`src/rtl/mips_pkg.sv`:
```
`default_nettype none
// ============================================================================
//  Module      : mips_pkg
//  Description : Shared constants and types for the pipelined MIPS datapath.
//  Revision    : 1.0 - initial release
// ============================================================================
package mips_pkg;

    localparam int ZERO_REG      = 0;
    localparam int SP_REG        = 29;
    localparam int DEFAULT_WIDTH = 32;
    localparam int DEFAULT_DEPTH = 32;

    typedef logic [DEFAULT_WIDTH-1:0] word_t;

    // Stack pointer starts just below the kernel boundary
    localparam word_t SP_START_DEFAULT = 32'h7FFF_EFFC;

endpackage : mips_pkg
`default_nettype wire

```
`src/rtl/register_file_bypass_register.sv`:
```
`default_nettype none
// ============================================================================
//  Module      : Register
//  Description : N-bit storage cell with load enable and a per-instance
//                asynchronous reset value.
//  Revision    : 1.0 - initial release
// ============================================================================
module Register
    import mips_pkg::*;
#(
    parameter int           N     = DEFAULT_WIDTH,
    parameter logic [N-1:0] START = '0
) (
    input  logic         clk,
    input  logic         reset,
    input  logic         enable,
    input  logic [N-1:0] DataInput,
    output logic [N-1:0] DataOutput
);

    logic [N-1:0] data_q;

    // Hold the stored word; reset forces START immediately, enable loads input
    always_ff @(posedge clk or negedge reset) begin
        if (!reset) begin
            data_q <= START;
        end else if (enable) begin
            data_q <= DataInput;
        end
    end

    assign DataOutput = data_q;

endmodule : Register
`default_nettype wire

```
`src/rtl/register_file_bypass.sv`:
```
`default_nettype none
// ============================================================================
//  Module      : register_file_bypass
//  Description : Decode-stage register file, one write port, READ_PORTS
//                combinational read ports with write-to-read bypass.
//                Register 0 reads zero; SP_INDEX resets to SP_START.
//  Revision    : 1.0 - initial release
// ============================================================================
module register_file_bypass
    import mips_pkg::*;
#(
    parameter int               WIDTH      = DEFAULT_WIDTH,
    parameter int               DEPTH      = DEFAULT_DEPTH,
    parameter int               READ_PORTS = 2,
    parameter int               SP_INDEX   = SP_REG,
    parameter logic [WIDTH-1:0] SP_START   = WIDTH'(32'h7FFF_EFFC),
    localparam int              AW         = $clog2(DEPTH)
) (
    input  logic                         clk,
    input  logic                         reset,
    input  logic                         clear,
    input  logic                         write_enable,
    input  logic [AW-1:0]                write_addr,
    input  logic [WIDTH-1:0]             write_data,
    input  logic [READ_PORTS*AW-1:0]     read_addr,
    output logic [READ_PORTS*WIDTH-1:0]  read_data
);

    // Full address space so any AW-bit read address indexes a defined slot;
    // slot 0 and slots at or above DEPTH are tied to zero.
    localparam int SLOTS = 1 << AW;

    logic [WIDTH-1:0] reg_q [SLOTS];

    assign reg_q[ZERO_REG] = '0;

    for (genvar i = DEPTH; i < SLOTS; i++) begin : g_pad
        assign reg_q[i] = '0;
    end

    // Storage cells 1..DEPTH-1; clear reloads each cell with its own reset value
    for (genvar i = 1; i < DEPTH; i++) begin : g_reg
        localparam logic [WIDTH-1:0] START_VAL = (i == SP_INDEX) ? SP_START : '0;

        logic             hit;
        logic [WIDTH-1:0] reg_d;

        assign hit   = write_enable && (write_addr == AW'(i));
        assign reg_d = clear ? START_VAL : write_data;

        Register #(
            .N     (WIDTH),
            .START (START_VAL)
        ) u_reg (
            .clk        (clk),
            .reset      (reset),
            .enable     (hit || clear),
            .DataInput  (reg_d),
            .DataOutput (reg_q[i])
        );
    end

    // Per-port read mux; a same-cycle write to the read address wins unless clearing
    for (genvar p = 0; p < READ_PORTS; p++) begin : g_read
        logic [AW-1:0] addr;
        logic          addr_ok;
        logic          bypass;

        assign addr    = read_addr[p*AW +: AW];
        assign addr_ok = (addr != '0) && (32'(addr) < 32'(DEPTH));
        assign bypass  = write_enable && !clear && (write_addr == addr);

        assign read_data[p*WIDTH +: WIDTH] = !addr_ok ? '0         :
                                             bypass   ? write_data :
                                                        reg_q[addr];
    end

endmodule : register_file_bypass
`default_nettype wire

```
`config.mk`:
```
export PLATFORM = sky130hd
export DESIGN_NAME = register_file_bypass
export DESIGN_NICKNAME = d
export VERILOG_FILES = /design/src/rtl/mips_pkg.sv /design/src/rtl/register_file_bypass_register.sv /design/src/rtl/register_file_bypass.sv
export SDC_FILE = /design/constraint.sdc
export NUM_CORES = 2
export LEC_CHECK = 0
export ABC_AREA = 1
export CAP_MARGIN = 10
export CORE_UTILIZATION = 43
export DETAILED_ROUTE_END_ITERATION = 8
export PLACE_DENSITY = 0.66
export SETUP_SLACK_MARGIN = 0.02
export SYNTH_ARGS = -nofsm -noshare
export SYNTH_HDL_FRONTEND = slang
export SYNTH_SLANG_ARGS = --single-unit
```
`constraint.sdc`:
```
create_clock -name clk -period 3.85 [get_ports clk]
set_input_delay 0.385 -clock clk [delete_from_list [all_inputs] [get_ports clk]]
set_output_delay 0.385 -clock clk [all_outputs]
set_load 0.01 [all_outputs]
```
==> summary.md <==
| Metric | Value |
|---|---|
| Status | `complete, no violations` |
| RSZ-0062 raised after global routing | `no` |
| Share of cells above drive strength 1 | `5.71%` |
| Die height | `373 µm` |
| Crit path required time | `3460 ps` |
| Placer Congestion | `0.914` |
| Register area share after synthesis | `42.0%` |
| Pre-CTS setup slack | `-148 ps` |
| Synthesized flop and latch total | `992` |
| DRC Markers | `0` |
| Clock Power Share | `39.7%` |
| Worst path max stage delay | `650 ps` |
| Via/cell ratio | `5.90` |
| Warnings, synthesis | `0` |
| Worst reg2reg setup slack | `3000 ps` |
| CP Max Fanout | `64` |
| Sw power | `9.34 mW` |
| Clock Latency Late Sink | `750 ps` |
| Clock buffer depth | `3` |
| CTS H-Tree Depth | `3` |
| RR Startpoint | `g_reg[29].u_reg.DataOutput[18]` |
| DIE AREA | `139000 µm²` |
| GRT overflow | `0` |
| First-pass GRT wire length | `371 mm` |
| Largest net degree at the start of global routing | `147` |
| IO Port Bufs | `114` |
| CTS sink cnt | `992` |
| Delay-heaviest family, CP | `buffers and inverters` |
| Reg clk slew, reported paths | `60 ps` |
| Starting Density | `43.5%` |
| Area delta synth->final | `11.5%` |
| Combinational fraction of design power | `20.1%` |
| Max cap viols | `0` |
| Final slew viol count | `0` |
| Final Setup Violations | `0` |
| Worst-Margin Slew | `1110 ps` |
| CP Buf/Inv Count | `4` |
| I/O pin total | `115` |
| Fin Hold WS | `205 ps` |
| FF-to-FF path depth | `2` |
| Min-delay worst type | `in -> async` |
| Drt pass-1 iters | `8` |
| Sw frac | `32.2%` |
| Kind of critical path | `in -> out` |
| Pwr/cell area | `441 nW/µm²` |
| Cell chain of the critical path | `clkdlybuf4s50_1 > xor2_1 > a21oi_2 > nand3_4 > clkbuf_8 > nand3_1 > nand2_1 > inv_1 > clkdlybuf4s50_1` |
| Internal Power | `19.7 mW` |
| CTS root buf | `clkbuf_16` |
| Worst VDD drop | `372 µV` |
| Gate Count Post-Synth | `8943` |
| Routed wire length | `248 mm` |
| Final setup skew | `0 ps` |
| Yosys cell types | `32` |
| Via count | `62400` |
| Fin crit share | `98.2%` |
| Worst setup EP type | `primary output` |
| Number of routed nets with antenna violations | `0` |
| Syn avg cell area | `6.61 µm²` |
| Antenna violations before repair | `9` |
| Final-report hold violation count | `0` |
| Worst slew margin | `25.5%` |
| Row Count | `135` |
| Fmax | `265 MHz` |
| Die W | `373 µm` |
| Cell Area, Synth | `59100 µm²` |
| GRT Total Usage | `35.1%` |
| Fin crit period | `3780 ps` |
| DR WL/cell | `23.5 µm` |
| Max FFs per register | `992` |
| DP Wirelength | `143 mm` |
| LEAKAGE | `31.9 nW` |
| Crit path launch type | `input port` |
| Slowest CP cell | `clkbuf_8` |
| Worst path most repeated cell | `clkdlybuf4s50_1` |
| Core ar. | `136000 µm²` |
| CTS tree | `built` |
| Critical Path AT | `3390 ps` |
| DR iter-0 viols | `9076` |
| Syn nets | `8994` |
| CTS buffer count | `110` |
| R2R Path End | `g_reg[29].u_reg.DataOutput[18]` |
| Min setup slack post-route | `70.3 ps` |
| Vias in the first global route | `57100` |
| Final #Nets | `8743` |
| Sequential power share | `40.2%` |
[repair_timing]
item                                    CTS  global route
endpoints found under the hold margin    45             0
resized for setup                         1             1
gates cloned                              0             0
endpoints found under the setup margin   17             4
buffers inserted                          0             0
hold buffers                              1             0
[cell usage in the layout (no fill, tap or decap), types with 4 or more instances in the layout]
master,synthesis,routed
nand2_1,3161,3152
o21ai_0,1124,1124
nand3_1,1024,1023
dfrtp_1,964,964
inv_1,924,919
nor2_1,497,495
a21oi_1,291,291
buf_4,30,127
o211ai_1,114,114
clkbuf_16,0,113
clkdlybuf4s50_1,0,102
buf_12,0,82
o21ai_1,60,60
clkbuf_8,0,34
dfstp_2,28,28
inv_2,24,23
clkbuf_1,199,22
clkinv_2,0,20
nand2_4,1,19
bufinv_16,0,11
clkinv_1,9,9
nand2_2,16,7
nor2_4,1,5
buf_8,0,5
inv_8,0,4
xor2_1,4,4
[synth_stat cells, drive strengths merged]
master,count,area (µm²)
nand2,3178,12000
dfrtp,964,24100
nor2,503,1910
mux2,1,11.3
buf,483,2520
and3,1,6.26
dfstp,28,736
clkinv,9,33.8
a21oi,293,1470
o22ai,2,12.5
o211ai,114,856
nor3,2,15.0
inv,949,3560
clkbuf,201,757
nand3,1026,5140
xor2,4,35.0
o31ai,1,21.3
o21ai,1184,5930
[power by group through the flow]
stage / Clock, mW / Sequential [mW] / Combinational [mW]
after floorplan: 0 / 11.8 / 3.36
after global placement: 0 / 11.8 / 5.55
after detailed placement: 0 / 11.9 / 5.62
after CTS: 11.5 / 11.7 / 5.65
after global routing: 11.9 / 11.8 / 6.30
final: 11.5 / 11.7 / 5.84
[worst max path at each step]
stage | start | end | slack (ps) | cells after the start
after detailed placement | write_addr[0] | read_data[49] | -150 | 9
after CTS | write_addr[0] | read_data[49] | 160 | 9
after global placement | write_addr[2] | read_data[49] | -130 | 10
after global routing | write_addr[0] | read_data[37] | 70 | 10
final | write_addr[0] | read_data[63] | 70 | 9
after floorplan | read_addr[0] | read_data[13] | 1900 | 11
[final cells by class]
class	instances	area, µm²
fill	13400	70100
sequential	992	24900
timing repair buffer	321	3730
clock buffer	168	3360
antenna	2	5.00
clock inverter	37	536
inverter	958	3630
multi-input combinational	6309	27600
tap	1781	2230
[layer usage]
metal	GRT usage, %	wire [µm]	share of wire [%]	vias up
li1	-	-	-	27700
met5	0	46	0.019	-
met4	17.0	14000	5.6	8
met2	51.0	102000	41	4484
met3	8.99	35500	14	853
met1	48.5	96800	39	29400
[per-stage QoR]
stage                     utilization, %  cell area (µm²)  std cells  setup TNS (ps)  power [mW]
after floorplan                        -            59100       8943               0        15.1
after global placement              45.6            62000      10400            -959        17.4
after detailed placement            45.6            62000      10400           -1130        17.5
after CTS                           48.5            65900      10600               0        28.9
after global routing                48.5            65900      10600               0        30.0
final                               48.5            65900      10600               0        29.0
[cell families (layout without fill, tap and decap cells)]
kind of cell,Yosys count,in the layout,synth area share (%)
simple gates,4710,4710,32.2
buf+inv,1642,1484,11.6
compound gates,1594,1594,14.0
flops,992,992,42.0
xor+xnor,4,4,0.0592
mux,1,1,0.0190
other cells,0,2,0
No activity file was read; power rests on OpenSTA's default activity.
